--- src/rtl/pb_sink_pkg.sv ---
// rtl/pb_sink_pkg.sv - shared FSM state encoding and counter width for the Port B sink
package pb_sink_pkg;

  localparam int CNT_W = 16;

  typedef enum logic [2:0] {
    IDLE    = 3'd0,
    SETUP   = 3'd1,
    LATCH   = 3'd2,
    ACK     = 3'd3,
    WAIT_HI = 3'd4,
    BUSY    = 3'd5
  } state_t;

endpackage

--- src/rtl/pb_handshake_sink_if.sv ---
// rtl/pb_handshake_sink_if.sv - PPI Port B strobe handshake plus local FIFO read port
interface pb_handshake_sink_if;

  logic [7:0] pb;
  logic       obf_n;
  logic       ack_n;
  logic       rd_en;
  logic [7:0] rd_data;
  logic       empty;
  logic       full;

  modport master (
    output pb, obf_n, rd_en,
    input  ack_n, rd_data, empty, full
  );

  modport slave (
    input  pb, obf_n, rd_en,
    output ack_n, rd_data, empty, full
  );

endinterface

--- src/rtl/pb_sink_fifo.sv ---
// rtl/pb_sink_fifo.sv - first-word-fall-through byte FIFO with occupancy count
module pb_sink_fifo #(
  parameter int DEPTH = 8,
  parameter int WIDTH = 8
) (
  input  logic             i_clk,
  input  logic             i_rst,
  input  logic             i_wr_en,
  input  logic [WIDTH-1:0] i_wr_data,
  input  logic             i_rd_en,
  output logic [WIDTH-1:0] o_rd_data,
  output logic             o_empty,
  output logic             o_full
);

  localparam int AW = $clog2(DEPTH);

  logic [WIDTH-1:0] r_mem [DEPTH];
  logic [AW-1:0]    r_wr_ptr;
  logic [AW-1:0]    r_rd_ptr;
  logic [AW:0]      r_count;
  logic             w_push;
  logic             w_pop;

  assign o_empty   = (r_count == '0);
  assign o_full    = (r_count == (AW+1)'(DEPTH));
  assign w_push    = i_wr_en && !o_full;
  assign w_pop     = i_rd_en && !o_empty;
  // Head is gated so the output reads zero whenever nothing valid is held.
  assign o_rd_data = o_empty ? '0 : r_mem[r_rd_ptr];

  always_ff @(posedge i_clk or posedge i_rst) begin
    if (i_rst) begin
      r_wr_ptr <= '0;
      r_rd_ptr <= '0;
      r_count  <= '0;
    end else begin
      if (w_push) r_wr_ptr <= r_wr_ptr + 1'b1;
      if (w_pop)  r_rd_ptr <= r_rd_ptr + 1'b1;
      case ({w_push, w_pop})
        2'b10:   r_count <= r_count + 1'b1;
        2'b01:   r_count <= r_count - 1'b1;
        default: r_count <= r_count;
      endcase
    end
  end

  always_ff @(posedge i_clk) begin
    if (w_push) r_mem[r_wr_ptr] <= i_wr_data;
  end

endmodule

--- src/rtl/pb_handshake_sink.sv ---
// rtl/pb_handshake_sink.sv - printer-like consumer of the PPI Port B mode 1 strobed output
module pb_handshake_sink
  import pb_sink_pkg::*;
#(
  parameter int DEPTH       = 8,
  parameter int SETUP_CYC   = 2,
  parameter int ACK_CYC     = 4,
  parameter int BUSY_CYC    = 8,
  parameter int TIMEOUT_CYC = 1000
) (
  input  logic                      i_clk,
  input  logic                      i_rst,
  pb_handshake_sink_if.slave        bus,
  output logic                      o_busy,
  output logic [15:0]               o_byte_cnt,
  output logic                      o_err
);

  localparam logic [CNT_W-1:0] SETUP_LD = CNT_W'(SETUP_CYC - 1);
  localparam logic [CNT_W-1:0] ACK_LD   = CNT_W'(ACK_CYC - 1);
  localparam logic [CNT_W-1:0] BUSY_LD  = CNT_W'(BUSY_CYC);
  localparam logic [CNT_W-1:0] TO_LD    = CNT_W'(TIMEOUT_CYC - 1);

  state_t           r_state;
  logic [CNT_W-1:0] r_cnt;
  logic             r_ack_n;
  logic             r_busy;
  logic             r_err;
  logic [15:0]      r_byte_cnt;
  logic             r_obf_m;
  logic             r_obf_s;
  logic             w_wr_en;
  logic             w_full;

  always_ff @(posedge i_clk or posedge i_rst) begin
    if (i_rst) begin
      r_obf_m <= 1'b1;
      r_obf_s <= 1'b1;
    end else begin
      r_obf_m <= bus.obf_n;
      r_obf_s <= r_obf_m;
    end
  end

  assign w_wr_en = (r_state == LATCH);

  // r_busy is assigned together with every state change so it tracks state != IDLE.
  always_ff @(posedge i_clk or posedge i_rst) begin
    if (i_rst) begin
      r_state    <= IDLE;
      r_cnt      <= '0;
      r_ack_n    <= 1'b1;
      r_busy     <= 1'b0;
      r_err      <= 1'b0;
      r_byte_cnt <= '0;
    end else begin
      case (r_state)
        IDLE: begin
          if (!r_obf_s && !w_full) begin
            r_state <= SETUP;
            r_cnt   <= SETUP_LD;
            r_busy  <= 1'b1;
          end
        end
        SETUP: begin
          if (r_cnt == '0) r_state <= LATCH;
          else             r_cnt   <= r_cnt - 1'b1;
        end
        LATCH: begin
          r_byte_cnt <= r_byte_cnt + 1'b1;
          r_state    <= ACK;
          r_cnt      <= ACK_LD;
          r_ack_n    <= 1'b0;
        end
        ACK: begin
          if (r_cnt == '0) begin
            r_state <= WAIT_HI;
            r_ack_n <= 1'b1;
            r_cnt   <= TO_LD;
          end else begin
            r_cnt <= r_cnt - 1'b1;
          end
        end
        WAIT_HI: begin
          if (r_obf_s) begin
            if (BUSY_CYC == 0) begin
              r_state <= IDLE;
              r_busy  <= 1'b0;
            end else begin
              r_state <= BUSY;
              r_cnt   <= BUSY_LD;
            end
          end else if (r_cnt == '0) begin
            r_err   <= 1'b1;
            r_state <= IDLE;
            r_busy  <= 1'b0;
          end else begin
            r_cnt <= r_cnt - 1'b1;
          end
        end
        BUSY: begin
          if (r_cnt == '0) begin
            r_state <= IDLE;
            r_busy  <= 1'b0;
          end else begin
            r_cnt <= r_cnt - 1'b1;
          end
        end
        default: begin
          r_state <= IDLE;
          r_ack_n <= 1'b1;
          r_busy  <= 1'b0;
        end
      endcase
    end
  end

  pb_sink_fifo #(
    .DEPTH (DEPTH),
    .WIDTH (8)
  ) u_fifo (
    .i_clk     (i_clk),
    .i_rst     (i_rst),
    .i_wr_en   (w_wr_en),
    .i_wr_data (bus.pb),
    .i_rd_en   (bus.rd_en),
    .o_rd_data (bus.rd_data),
    .o_empty   (bus.empty),
    .o_full    (w_full)
  );

  assign bus.full   = w_full;
  assign bus.ack_n  = r_ack_n;
  assign o_busy     = r_busy;
  assign o_byte_cnt = r_byte_cnt;
  assign o_err      = r_err;

endmodule
--- src/flat_wrapper.sv ---
// flat-port wrapper written by rule: the top's interface ports become plain ports
module pb_handshake_sink_flat import pb_sink_pkg::*;
#(
  parameter int DEPTH       = 8,
  parameter int SETUP_CYC   = 2,
  parameter int ACK_CYC     = 4,
  parameter int BUSY_CYC    = 8,
  parameter int TIMEOUT_CYC = 1000
)
  (i_clk, i_rst, o_busy, o_byte_cnt, o_err, bus_pb, bus_obf_n, bus_rd_en, bus_ack_n, bus_rd_data, bus_empty, bus_full);
  pb_handshake_sink_if bus_i ();
  input  logic i_clk;
  input  logic i_rst;
  output logic o_busy;
  output logic [15:0] o_byte_cnt;
  output logic o_err;
  input wire logic [$bits(bus_i.pb)-1:0] bus_pb;
  input wire logic [$bits(bus_i.obf_n)-1:0] bus_obf_n;
  input wire logic [$bits(bus_i.rd_en)-1:0] bus_rd_en;
  output wire logic [$bits(bus_i.ack_n)-1:0] bus_ack_n;
  output wire logic [$bits(bus_i.rd_data)-1:0] bus_rd_data;
  output wire logic [$bits(bus_i.empty)-1:0] bus_empty;
  output wire logic [$bits(bus_i.full)-1:0] bus_full;
  assign bus_i.pb = bus_pb;
  assign bus_i.obf_n = bus_obf_n;
  assign bus_i.rd_en = bus_rd_en;
  assign bus_ack_n = bus_i.ack_n;
  assign bus_rd_data = bus_i.rd_data;
  assign bus_empty = bus_i.empty;
  assign bus_full = bus_i.full;
  pb_handshake_sink #(.DEPTH(DEPTH), .SETUP_CYC(SETUP_CYC), .ACK_CYC(ACK_CYC), .BUSY_CYC(BUSY_CYC), .TIMEOUT_CYC(TIMEOUT_CYC)) u_core (.i_clk(i_clk), .i_rst(i_rst), .bus(bus_i), .o_busy(o_busy), .o_byte_cnt(o_byte_cnt), .o_err(o_err));
endmodule
--- config.mk ---
export PLATFORM = sky130hd
export DESIGN_NAME = pb_handshake_sink_flat
export DESIGN_NICKNAME = d
export VERILOG_FILES = /design/src/rtl/pb_sink_pkg.sv /design/src/rtl/pb_handshake_sink_if.sv /design/src/rtl/pb_sink_fifo.sv /design/src/rtl/pb_handshake_sink.sv /design/src/flat_wrapper.sv
export SDC_FILE = /design/constraint.sdc
export NUM_CORES = 1
export LEC_CHECK = 0
export BUFFER_PORTS_ARGS = -buffer_cell sky130_fd_sc_hd__buf_2
export CAP_MARGIN = 20
export CORE_MARGIN = 5
export CORE_UTILIZATION = 37
export CTS_BUF_LIST = sky130_fd_sc_hd__clkbuf_16
export CTS_CLUSTER_DIAMETER = 200
export DETAILED_ROUTE_END_ITERATION = 8
export PLACE_DENSITY = 0.52
export SETUP_SLACK_MARGIN = 0.2
export SLEW_MARGIN = 20
export SYNTH_ARGS = -nofsm -noshare
export SYNTH_HDL_FRONTEND = slang
export SYNTH_SLANG_ARGS = --single-unit
--- constraint.sdc ---
create_clock -name i_clk -period 8.2 [get_ports i_clk]
set_input_delay 1.64 -clock i_clk [delete_from_list [all_inputs] [get_ports i_clk]]
set_output_delay 1.64 -clock i_clk [all_outputs]
set_load 0.05 [all_outputs]
After elaboration in Yosys (flattened, before gate mapping)
Memories as Yosys holds them, arrays and structs flattened.
Cells that the tools add are included.

word-level totals
  bits in registers = 50
  bits in writable memories = 64
  bits of input ports = 12
  logic and storage cells = 73
  memories = 1

operators by class
  add/subtract/negate cells = 6
  eq/ne operators = 12
  muxes and demuxes = 21
  bitwise gates (word level) = 3
  reductions and logical operators = 19

memories
  name                 words  bits a word  rd ports  clocked after memory_dff  wr ports  line                text
  u_core.u_fifo.r_mem  8      8            1         0                         1         pb_sink_fifo.sv:18  logic [WIDTH-1:0] r_mem [DEPTH];

operators with widths
  cell                     count
  $pmux W16 S5             1
  $mux W16                 4
  $pmux W3 S6              1
  $add A16 B1 Y16 const B  1
  $logic_not A16 Y1        1
  $sub A16 B1 Y16 const B  1
  $mux W3                  5
  $reduce_and A3 Y1        3
  $mux W8                  1
  $pmux W4 S2              1
  $add A3 B1 Y3 const B    2
  $eq A3 B2 Y1 const B     2
  $eq A3 B3 Y1 const B     2
  $mux W1                  6
  $ne A2 B1 Y1 const B     3
  $reduce_bool A5 Y1       1
  $add A4 B1 Y4 const B    1
  $eq A4 B4 Y1 const B     1
  $logic_not A4 Y1         1
  $pmux W1 S4              1
  $reduce_and A2 Y1        2
  $reduce_or A4 Y1         1
  $sub A4 B1 Y4 const B    1
  $eq A3 B1 Y1 const B     1
  other kinds (11)         17

Depth between registers and ports, before layout
Gate-level depths: netlist of the first run.

  depth in word-level cells = 5
  mapped depth = 11

Modules after synthesis
A second synthesis of the first run with hierarchy kept.

unflattened totals
  cells, all modules = 387
  area total of the unflattened synthesis = 5195.0 um^2

by module, submodules not included
  module             instances  cells an instance  area an instance (um^2)  sequential area each (um^2)
  pb_sink_fifo       1          160                3054.2                   2172.1
  pb_handshake_sink  1          227                2140.8                   1004.7

Worst setup path before layout of the first run
No wires, ideal clock.

  path kind = register -> output
  from = reg u_core.u_fifo.r_count[0]
  to = out bus_rd_data[0]
  data arrival time = 2344 ps
  setup slack = 4216 ps
  stages on the path, launching flop included = 3
  buffers on the path = 0
  path through = dfrtp_1 > nor4_2 > nor2_1

on the way
  longest elaborated chain between the ends = 2

ends and longest elaborated chain
  element                 line                text
  start, declared         pb_sink_fifo.sv:21  logic [AW:0] r_count;
  start signal, assigned  pb_sink_fifo.sv:41  2'b10: r_count <= r_count + 1'b1;
  start signal, assigned  pb_sink_fifo.sv:42  2'b01: r_count <= r_count - 1'b1;
  start signal, assigned  pb_sink_fifo.sv:43  default: r_count <= r_count;
  $logic_not A4 Y1        pb_sink_fifo.sv:25  assign o_empty = (r_count == '0);
  via bus_empty           flat_wrapper.sv:22  output wire logic [$bits(bus_i.empty)-1:0] bus_empty;
  $mux W8                 pb_sink_fifo.sv:30  assign o_rd_data = o_empty ? '0 : r_mem[r_rd_ptr];
  end, declared           flat_wrapper.sv:21  output wire logic [$bits(bus_i.rd_data)-1:0] bus_rd_data;

The timed path passes the listed nets, and every way through them passes these cells.

Final worst setup path of the first run
  from = reg u_core.u_fifo.r_rd_ptr[0]
  to = out bus_rd_data[7]

on the way
  longest elaborated chain between the ends = 2

ends and longest elaborated chain
  element                 line                text
  start, declared         pb_sink_fifo.sv:20  logic [AW-1:0] r_rd_ptr;
  start signal, assigned  pb_sink_fifo.sv:39  if (w_pop) r_rd_ptr <= r_rd_ptr + 1'b1;
  $mem_v2 Z8 W8           n/a
  $mux W8                 pb_sink_fifo.sv:30

No other way between the ends.

==> results of run 1 <==
==> logic make-up after synthesis <==
kind of cell	count (synthesis)	share of synthesized area, %
AO/OA/AOI/OAI	55	6.800
adder cells (fa/ha/maj)	9	2.374
flip-flops	114	62.78
buffers and inverters	28	2.102
XOR/XNOR	25	4.327
AND/OR/NAND/NOR	119	11.85
multiplexers	29	9.768
==> path summary, 6_finish.rpt <==
| path | startpoint | to | slack, ps | depth (start not counted) |
|---|---|---|---|---|
| max in group asynchronous | i_rst | u_core.u_fifo.r_rd_ptr[0]$_DFFE_PP0P_ | 6410 | 3 |
| worst max-delay path | u_core.u_fifo.r_rd_ptr[0]$_DFFE_PP0P_ | bus_rd_data[7] | 4360 | 4 |
| worst min register to register | u_core.r_obf_m$_DFF_PP1_ | u_core.r_obf_s$_DFF_PP1_ | 360 | 0 |
| worst min-delay path | u_core.r_obf_m$_DFF_PP1_ | u_core.r_obf_s$_DFF_PP1_ | 360 | 0 |
| min in group asynchronous | i_rst | u_core.o_byte_cnt[1]$_DFFE_PP0P_ | 1260 | 2 |
| worst max register to register | u_core.r_state[1]$_DFFE_PP0P_ | u_core.u_fifo.r_count[3]$_DFFE_PP0P_ | 4970 | 10 |
==> routing by layer <==
metal  track usage (%)  vias to the layer above  part of all wire, %
met5                 0                        -                    0
met4             6.625                        0                  2.2
met3             4.372                       17                  4.3
met2             20.24                       64                   46
met1             18.10                     1583                   47
li1                  -                     1520                    -
==> critical path: stages, from the launching register on <==
cell,delay [ps]
dfrtp_2,760
mux4_2,570
mux2i_1,190
nor2_1,50
buf_2,210
==> registers in the layout, indices dropped and copies added (netlist names) <==
register                cells
u_core.u_fifo.r_count       4
u_core.r_state              3
u_core.u_fifo.r_mem        64
u_core.o_byte_cnt          16
u_core.o_busy               1
u_core.r_cnt               16
u_core.o_err                1
u_core.u_fifo.r_rd_ptr      3
u_core.r_obf_m              1
u_core.r_obf_s              1
u_core.bus.ack_n            1
u_core.u_fifo.r_wr_ptr      3
==> synth_stat cells, types with 2 or more instances <==
cell      count  area, sq um
and2_1        3        18.77
clkbuf_1      7        26.28
nand4_1       2        12.51
a22oi_1       2        15.01
mux4_2       16        360.4
o21ai_0      20        100.1
inv_1        15        56.30
a31oi_1       5        31.28
nor3_1        8        40.04
nor3b_1       3        22.52
nand2b_1      3        18.77
dfstp_2       3        78.83
edfxtp_1     64         1922
nor4_1        2        12.51
or4_1         3        22.52
a21oi_1       9        45.04
and3_1        3        18.77
o31ai_1       2        15.01
nand2_1      30        112.6
nor2b_1       4        25.02
xor2_1        9        78.83
nor2_1       31        116.4
and4_1        2        17.52
or3_1         3        18.77
dfrtp_1      47         1176
mux2_2        3        33.78
xnor2_1      16        140.1
nand3_1      14        70.07
ha_1          8        100.1
mux2i_1      10        100.1
a211oi_1      3        22.52
buf_1         4        15.01
==> power by group through the flow <==
stage	logic (uW)	clock network (uW)	registers (uW)
global route	571	748	802
detailed placement	525	0	797
global placement	515	0	794
finish	519	703	786
CTS	527	719	787
floorplan	481	0	721
==> cell type report <==
class	instances	area share, %
flip-flops and latches	114	52.53
multi-input cells	237	29.53
clock buffers	17	7.032
repair buffers	43	3.888
well taps	176	3.640
clock inverters	15	2.378
inverters	16	0.9928
==> cells in the final DEF (no fill, tap or decap), types with 4 or more instances in the layout <==
cell        Yosys  routed
nor2_1         31      31
xor2_1          9       9
o21ai_0        20      20
xnor2_1        16      16
inv_1          15      15
clkinvlp_4      0       4
dfrtp_1        47      46
a31oi_1         5       5
nand2_1        30      30
nand3_1        14      14
nor3_1          8       6
ha_1            8       8
a21oi_1         9       9
buf_2           1      40
nor2b_1         4       4
clkinv_2        0       4
mux2i_1        10      10
edfxtp_1       64      64
mux4_2         16      16
clkbuf_16       0      17
==> metrics by stage <==
| step | util (%) | power, uW | hold WS [ps] | instances |
|---|---|---|---|---|
| 2_1_floorplan | - | 1201 | 345.2 | 379 |
| 4_1_cts | 45.31 | 2033 | 356.8 | 618 |
| 5_1_grt | 45.32 | 2120 | 361.7 | 618 |
| 3_5_place_dp | 41.05 | 1322 | 349.1 | 586 |
| 3_3_place_gp | 40.90 | 1309 | 347.4 | 585 |
| 6_report | 45.32 | 2008 | 355.8 | 618 |
==> summary.md, run 1 <==
| Metric | Value |
|---|---|
| Synth cell types | `57` |
| Post-Synthesis Cell Area | `5060 sq um` |
| Clock-pin slew of the registers on the worst-case setup and hold paths | `50 ps` |
| Clk network pwr share | `35.0%` |
| Die Y-Extent | `126.9 microns` |
| Sw power | `681.2 uW` |
| Ys flop type | `edfxtp_1` |
| Vias after detailed routing | `3184` |
| Logic pwr share | `25.8%` |
| P per Cell Area | `331.9 nW/um^2` |
| Final GP Congestion | `0.7571` |
| Design Area, Final | `6050 sq um` |
| GR Overflow Total | `0` |
| Post-CTS Setup Inserts | `0` |
| Seq cells post-synth | `114` |
| Vias per cell | `5.152` |
| Syn_nets | `400` |
| Sequential share of power | `39.1%` |
| Area growth syn-to-layout | `19.56%` |
| Total wire length | `10130 microns` |
| Worst Hold Class | `reg2reg` |
| Avg Inst Size Synth | `13.35 sq um` |
| Area of the multi-input gates | `1787 sq um` |
| CP Data Arrival Time | `2200 ps` |
| Max_slew headroom | `34.21%` |
| Worst-margin pin slew | `983.2 ps` |
| CP max FO | `18` |
| Final Net Count | `450` |
| TNS Setup | `0 ps` |
| Ports | `41` |
| Die area | `16110 sq um` |
| Port bufs | `40` |
| Placement Rows | `42` |
| Post-synthesis async set-or-reset flop share | `43.86%` |
| Initial antenna violation count | `0` |
| DRT Pass-1 Iters | `4` |
| Max-Cap Viols | `0` |
| Pins over their slew limit | `0` |
| Sw Share | `33.93%` |
| Share of cells above drive strength 1 | `24.21%` |
| Pleak | `0.002357 uW` |
| Worst Skew | `4.943 ps` |
| CTS root buf | `clkbuf_16` |
| Synthesis Warnings | `0` |
| Placed inst area | `5479 sq um` |
| RSZ-0062 raised after global routing | `no` |
| CTS tree | `built` |
| Core area | `13350 sq um` |
| Vias in the first global route | `3234` |
| WL/cell | `16.40 microns` |
| Largest net degree at the start of global routing | `29` |
| Post-synth EDFFs | `64` |
| Die X | `126.9 microns` |
| Critical Path Start Type | `flop` |
| DRC violation total after the first TritonRoute iteration | `166` |
| Outcome | `finished clean` |
| Sequential-to-total area share from yosys stat | `62.78%` |
| Final period util | `46.87%` |
| Clk sinks | `114` |
| Dpl ws | `4387 ps` |
| Worst setup margin | `4356 ps` |
| Total track usage | `13.63%` |
| CTS Buf Count | `17` |
| Max frequency | `0.2602 GHz` |
| Maximum vdd drop | `151.7 uV` |
| Detailed Place HPWL | `6586 microns` |
| Layout fillers | `1258` |
| Internal Dissipation | `1326 uW` |
| Post-CTS sizing | `0` |
| Post-DRT Antenna Nets | `0` |
| Nature of the critical path endpoint | `output port` |
| Clock H-tree levels | `4` |
| Global-route wire length before repair | `16770 microns` |
| Critical Setup Path Class | `reg2out` |
| Mapped Cells | `379` |
| Ant. Diodes | `0` |
| Longest Clk Path Bufs | `2` |
| Register Area | `3178 sq um` |
| Min Tclk post-route | `3844 ps` |
| DRC violations left | `0` |
| Clk Latency, worst-skew pair | `410 ps` |
| Fin. Hold Viols | `0` |
| Initial core utilization | `37.91%` |
| Hold Buf Count CTS | `0` |
| # setup viols final | `0` |
| Worst EP required | `6560 ps` |
(Power assumes the default switching activity.)
==> inputs of run 2 (changes only) <==
--- a/config.mk
+++ b/config.mk
@@ -5,6 +5,7 @@
 export SDC_FILE = /design/constraint.sdc
 export NUM_CORES = 1
 export LEC_CHECK = 0
+export ABC_AREA = 1
 export BUFFER_PORTS_ARGS = -buffer_cell sky130_fd_sc_hd__buf_2
 export CAP_MARGIN = 20
 export CORE_MARGIN = 5
@@ -12,7 +13,7 @@
 export CTS_BUF_LIST = sky130_fd_sc_hd__clkbuf_16
 export CTS_CLUSTER_DIAMETER = 200
 export DETAILED_ROUTE_END_ITERATION = 8
-export PLACE_DENSITY = 0.52
+export PLACE_DENSITY = 0.53
 export SETUP_SLACK_MARGIN = 0.2
 export SLEW_MARGIN = 20
 export SYNTH_ARGS = -nofsm -noshare
==> constraint.sdc (replaced) <==
create_clock -name i_clk -period 3.52 [get_ports i_clk]
set_input_delay 0.704 -clock i_clk [delete_from_list [all_inputs] [get_ports i_clk]]
set_output_delay 0.704 -clock i_clk [all_outputs]
set_load 0.05 [all_outputs]
==> run 2 against run 1 <==
Net effect: clock skew increased by 3.2 ps; via count up 22%; power increased to 3.1 times the previous value; sequential cell count unchanged; critical endpoint is now bus_rd_data[3]; largest power group is now combinational logic.
==> summary.md, run 2 <==
| Metric | Value |
|---|---|
| Final period util | `81.42%` |
| Ant. Diodes | `0` |
| Longest Clk Path Bufs | `2` |
| DRT Pass-1 Iters | `4` |
| RSZ-0062 raised after global routing | `no` |
| Worst Skew | `8.157 ps` |
| Total track usage | `14.88%` |
| Post-CTS sizing | `0` |
| Worst r2r src | `u_core.u_fifo.r_count[0]$_DFFE_PP0P_` |
| Critical Setup Path Class | `reg2out` |
| Worst path max stage delay | `420 ps` |
| Most frequent cells in the layout | `nor2_1 (94), nand2_1 (87), edfxtp_1 (64)` |
| Synthesis Warnings | `0` |
| Placement Rows | `44` |
| Post-Synthesis Cell Area | `5405 sq um` |
| Area leader, netlist | `edfxtp_1` |
| CP max FO | `18` |
| Final GP Congestion | `0.8514` |
| Fin. Hold Viols | `0` |
| Post-synth EDFFs | `64` |
| Worst Reg-to-Reg Cells | `11` |
| CTS root buf | `clkbuf_16` |
| Nature of the critical path endpoint | `output port` |
| Pleak | `0.002892 uW` |
| Hold Path Cell Cnt | `0` |
| Post-synthesis async set-or-reset flop share | `43.86%` |
| Fin Hold WS | `354.9 ps` |
| Design Area, Final | `6467 sq um` |
| Hold Path Origin | `u_core.r_obf_m$_DFF_PP1_` |
| Total wire length | `11730 microns` |
| Initial antenna violation count | `0` |
| Syn_nets | `563` |
| Die Y-Extent | `130.9 microns` |
| DRC violation total after the first TritonRoute iteration | `245` |
| Top reg by flops | `u_core.u_fifo.r_mem` |
| Max frequency | `0.3489 GHz` |
| WL/cell | `14.75 microns` |
| CTS tree | `built` |
| Initial core utilization | `37.47%` |
| Avg Inst Size Synth | `9.973 sq um` |
| P per Cell Area | `947.5 nW/um^2` |
| Worst Hold End | `u_core.r_obf_s$_DFF_PP1_` |
| Placed inst area | `5847 sq um` |
| Worst-margin pin slew | `859.0 ps` |
| Min Tclk post-route | `2866 ps` |
| Top cell type's share of synthesized area | `35.56%` |
| Mapped Cells | `542` |
| Largest net degree at the start of global routing | `34` |
| Critical Path Start Type | `flop` |
| Ports | `41` |
| Vias per cell | `4.893` |
| Top-count cell post-synth | `nor2_1` |
| TNS Setup | `0 ps` |
| Clock-pin slew of the registers on the worst-case setup and hold paths | `50 ps` |
| Maximum vdd drop | `647.5 uV` |
| Share of cells above drive strength 1 | `18.99%` |
| Vias after detailed routing | `3890` |
| Clk sinks | `114` |
| Vias in the first global route | `3933` |
| GR Overflow Total | `0` |
| Final Net Count | `620` |
| Max_slew headroom | `42.52%` |
| Port bufs | `40` |
| Max stage delay cell, worst path | `inv_1` |
| Synth top area cells | `edfxtp_1 (36%), dfrtp_1 (22%), nor2_1 (6.5%), nand2_1 (6.0%), o21ai_0 (3.6%)` |
| Ys flop type | `edfxtp_1` |
| Pins over their slew limit | `0` |
| Post-CTS Setup Inserts | `0` |
| Most common cell after layout, fill and taps aside | `nor2_1` |
| RR Endpoint | `u_core.u_fifo.r_count[3]$_DFFE_PP0P_` |
| Synth cell types | `40` |
| CP Data Arrival Time | `2160 ps` |
| Hold Buf Count CTS | `0` |
| Top post-synthesis cells by count | `nor2_1 (94), nand2_1 (87), edfxtp_1 (64)` |
| Sequential-to-total area share from yosys stat | `58.77%` |
| Die area | `17130 sq um` |
| Worst Hold Class | `reg2reg` |
| Core area | `14420 sq um` |
| Seq cells post-synth | `114` |
| Outcome | `finished clean` |
| Area growth syn-to-layout | `19.65%` |
| Detailed Place HPWL | `8029 microns` |
| Top cell by count, worst path | `nor2_1` |
| Global-route wire length before repair | `19420 microns` |
| Worst EP required | `2820 ps` |
| Die X | `130.9 microns` |
| CTS Buf Count | `17` |
| Clock H-tree levels | `4` |
| Max-Cap Viols | `0` |
| DRC violations left | `0` |
| # setup viols final | `0` |
| Crit-path cells | `inv_1 > buf_4 > nor2_1 > o21ai_1 > o21ai_0 > nor2_1 > buf_2` |
| Clk Latency, worst-skew pair | `410 ps` |
| Max reg flops | `64` |
| R2R setup slack | `920 ps` |
| Post-DRT Antenna Nets | `0` |
==> run 2: changes by cell type after synthesis, sizes merged, moves of 5 or more <==
cell   change
mux4      -16
xor2      +10
nand4      +8
nor2      +71
nand3     +17
nand2     +66
or4        -5
inv       +36
o21ai     +34
o22ai      +9
xnor2      -9
==> run 2: worst max path at each step <==
stage / start / end / slack [ps] / depth (start not counted)
global route: u_core.u_fifo.r_rd_ptr[0]$_DFFE_PP0P_ / bus_rd_data[3] / 450 / 7
global placement: u_core.u_fifo.r_count[0]$_DFFE_PP0P_ / u_core.u_fifo.r_count[3]$_DFFE_PP0P_ / 1010 / 11
finish: u_core.u_fifo.r_rd_ptr[0]$_DFFE_PP0P_ / bus_rd_data[3] / 650 / 7
floorplan: u_core.u_fifo.r_rd_ptr[0]$_DFFE_PP0P_ / bus_rd_data[6] / 1110 / 7
detailed placement: u_core.u_fifo.r_count[0]$_DFFE_PP0P_ / u_core.u_fifo.r_count[3]$_DFFE_PP0P_ / 910 / 11
CTS: u_core.u_fifo.r_rd_ptr[0]$_DFFE_PP0P_ / bus_rd_data[3] / 610 / 7
==> run 2: cells by family after synthesis <==
| family | share of synthesized area [%] |
|---|---|
| simple gates | 21.02 |
| xor+xnor | 4.213 |
| buf+inv | 4.861 |
| compound gates | 7.431 |
| flops | 58.77 |
| fa+ha+maj | 2.222 |
| mux | 1.482 |
==> run 2: final cells by class <==
cell class	count	area, sq um
clock inverter	14	195.2
sequential	114	3177
tap	184	230.2
multi-input combinational	364	1966
inverter	51	191.4
clock buffer	17	425.4
fill	1357	7956
timing repair buffer	51	282.8
==> run 2: critical path: cells and delay by family (launching register included) <==
family	cells	cell delay, ps
AND/OR/NAND/NOR	2	200
flip-flops	1	370
buffers and inverters	3	960
AO/OA/AOI/OAI	2	230
==> run 2: report_power, final <==
part / internal, uW / switching, uW / leakage (uW)
clock: 1230 / 576 / 0.000311
sequential: 1650 / 216 / 0.00122
combinational: 731 / 1720 / 0.00136
total: 3610 / 2510 / 0.00289
==> run 2: metal layers <==
metal	GRT usage [%]	vias to the layer above	routed length [microns]
li1	-	1925	-
met1	19.55	1843	5556
met2	22.64	96	5298
met3	4.675	26	571
met4	6.655	0	298
met5	0	-	0
==> run 2: stage by stage <==
step           total power (uW)  utilization (%)  std cells  worst slack (ps)
2_1_floorplan              3793                -        542              1108
3_3_place_gp               4309            40.54        764              1006
3_5_place_dp               4342            40.54        764             907.3
4_1_cts                    6186            44.84        795             609.0
5_1_grt                    6556            44.84        795             447.3
6_report                   6128            44.84        795             654.0
==> inputs of run 3 (changes only) <==
--- a/config.mk
+++ b/config.mk
@@ -5,7 +5,7 @@
 export SDC_FILE = /design/constraint.sdc
 export NUM_CORES = 1
 export LEC_CHECK = 0
-export ABC_AREA = 1
+export ABC_AREA = 0
 export BUFFER_PORTS_ARGS = -buffer_cell sky130_fd_sc_hd__buf_2
 export CAP_MARGIN = 20
 export CORE_MARGIN = 5
@@ -13,7 +13,7 @@
 export CTS_BUF_LIST = sky130_fd_sc_hd__clkbuf_16
 export CTS_CLUSTER_DIAMETER = 200
 export DETAILED_ROUTE_END_ITERATION = 8
-export PLACE_DENSITY = 0.53
+export PLACE_DENSITY = 0.52
 export SETUP_SLACK_MARGIN = 0.2
 export SLEW_MARGIN = 20
 export SYNTH_ARGS = -nofsm -noshare
==> constraint.sdc (replaced) <==
create_clock -name i_clk -period 2.9 [get_ports i_clk]
set_input_delay 0.58 -clock i_clk [delete_from_list [all_inputs] [get_ports i_clk]]
set_output_delay 0.58 -clock i_clk [all_outputs]
set_load 0.05 [all_outputs]
==> run 3 against run 2 <==
Net effect: non-clock buffer count increased by 5; die area fell by 5.9%; register-to-register slack got worse by 490 ps; worst setup slack got worse by 320 ps; hold slack got worse by 220 ps; power down 2.6%; sequential power increased by 13%; global-route usage down 1.2 points; sequential share of layout area up 2.1 points; clock-buffer cell count stayed put.
==> summary.md, run 3 (synthesis results as in run 1) <==
| Metric | Value |
|---|---|
| Outcome | `finished clean` |
| Max frequency | `0.3903 GHz` |
| Clock-pin slew of the registers on the worst-case setup and hold paths | `60 ps` |
| Worst Hold Class | `in2async` |
| Critical Setup Path Class | `reg2out` |
| Maximum vdd drop | `421.1 uV` |
| CTS root buf | `clkbuf_16` |
| Fin. Hold Viols | `0` |
| Initial core utilization | `37.91%` |
| Worst EP required | `2320 ps` |
| WL/cell | `16.45 microns` |
| Die Y-Extent | `126.9 microns` |
| Layout Utilization | `46.48%` |
| DRC violations left | `0` |
| Area growth syn-to-layout | `22.60%` |
| GR Overflow Total | `0` |
| Pleak | `0.002435 uW` |
| Worst Reg-to-Reg Cells | `10` |
| DRC violation total after the first TritonRoute iteration | `289` |
| Layout fillers | `1226` |
| CTS tree | `built` |
| Placement Rows | `42` |
| Logic pwr share | `28.6%` |
| Fin Hold WS | `136.8 ps` |
| Critical Path Start Type | `flop` |
| Min Tclk post-route | `2562 ps` |
| Max-Cap Viols | `0` |
| Vias in the first global route | `3235` |
| Global-route wire length before repair | `17110 microns` |
| Worst setup margin | `337.7 ps` |
| Dpl ws | `268.0 ps` |
| Clk Latency, worst-skew pair | `410 ps` |
| Sw power | `1976 uW` |
| Clk sinks | `114` |
| Core area | `13350 sq um` |
| CP Data Arrival Time | `1980 ps` |
| Pins over their slew limit | `0` |
| Initial antenna violation count | `1` |
| Detailed Place HPWL | `6849 microns` |
| Port bufs | `40` |
| Max_slew headroom | `34.04%` |
| Worst-margin pin slew | `985.8 ps` |
| Post-DRT Antenna Nets | `0` |
| # setup viols final | `0` |
| Worst Skew | `5.494 ps` |
| Final GP Congestion | `0.7895` |
| CP max FO | `18` |
| Largest net degree at the start of global routing | `19` |
| Nature of the critical path endpoint | `output port` |
| P per Cell Area | `962.6 nW/um^2` |
| Vias after detailed routing | `3224` |
| Power consumption | `5971 uW` |
| Final period util | `88.36%` |
| Final Net Count | `463` |
| Clock H-tree levels | `4` |
| Longest Clk Path Bufs | `2` |
| Die area | `16110 sq um` |
| Most common cell after layout, fill and taps aside | `edfxtp_1` |
| TNS Setup | `0 ps` |
| Ant. Diodes | `0` |
| Total wire length | `10380 microns` |
| DRT Pass-1 Iters | `5` |
| CTS Buf Count | `17` |
| R2R setup slack | `430 ps` |
| Hold Buf Count CTS | `0` |
| Clk network pwr share | `36.2%` |
| Total track usage | `13.69%` |
| Sw Share | `33.09%` |
| Vias per cell | `5.109` |
| Most frequent cells in the layout | `edfxtp_1 (64), dfrtp_1 (47), buf_2 (40)` |
| Sequential share of power | `35.2%` |
| Internal Dissipation | `3995 uW` |
| RSZ-0062 raised after global routing | `no` |
| Max reg flops | `64` |
| Die X | `126.9 microns` |
| Top reg by flops | `u_core.u_fifo.r_mem` |
| Share of cells above drive strength 1 | `25.71%` |
| Ports | `41` |
run 3: changes by cell type in the layout (fill, tap and decap cells not counted), sizes merged, moves of 8 or more:
cell and delta:
mux4 +16, nand2 -66, nand3 -17, xnor2 +9, nand4 -8, xor2 -10, inv -36, nor2 -71
o21ai -34, o22ai -9
run 3: layout make-up:
cell class / count / area, sq um / share of cell area (%)
clock buffer: 17 / 425.4 / 6.858
clock inverter: 15 / 192.7 / 3.106
inverter: 16 / 60.06 / 0.9681
multi-input combinational: 237 / 1795 / 28.94
sequential: 114 / 3177 / 51.21
tap: 176 / 220.2 / 3.550
timing repair buffer: 56 / 332.8 / 5.365
run 3: through the flow:
stage | area, sq um | instances
CTS | 6187 | 631
detailed placement | 5565 | 599
global route | 6203 | 631
global placement | 5565 | 599
floorplan | 5071 | 379
finish | 6203 | 631
run 3: power groups by stage:
stage | sequential (uW) | clock [uW] | combinational [uW]
after floorplan | 2050 | 0 | 1360
after global placement | 2110 | 0 | 1670
after detailed placement | 2120 | 0 | 1710
after CTS | 2090 | 2200 | 1710
after global routing | 2130 | 2280 | 1880
final | 2100 | 2160 | 1710
run 3: timing repair:
item / 4_1_cts / 5_1_grt
resized for setup: 1 / 4
setup endpoints to repair: 1 / 2
buffers inserted: 0 / 0
endpoints found under the hold margin: 0 / 0
run 3: path summary, 6_finish.rpt:
path / startpoint / end
max: u_core.u_fifo.r_rd_ptr[0]$_DFFE_PP0P_ / bus_rd_data[6]
min: i_rst / u_core.o_byte_cnt[14]$_DFFE_PP0P_
max reg2reg: u_core.u_fifo.r_count[1]$_DFFE_PP0P_ / u_core.u_fifo.r_count[3]$_DFFE_PP0P_
min reg2reg: u_core.r_obf_m$_DFF_PP1_ / u_core.r_obf_s$_DFF_PP1_
max in group asynchronous: i_rst / u_core.r_obf_s$_DFF_PP1_
min in group i_clk: bus_obf_n / u_core.r_obf_m$_DFF_PP1_
run 3: routing by layer:
| metal | GRT usage (%) | wire length, microns |
|---|---|---|
| met1 | 19.29 | 4920 |
| met2 | 19.55 | 4670 |
| met3 | 4.834 | 594 |
| met4 | 4.984 | 178 |
| met5 | 0 | 13 |
run 3: worst max-delay path, cell delays in order, from the launching register on:
cell and delay, ps:
dfrtp_1 370, buf_12 200, mux4_2 540, mux2i_2 190, nor2_1 60, buf_2 210
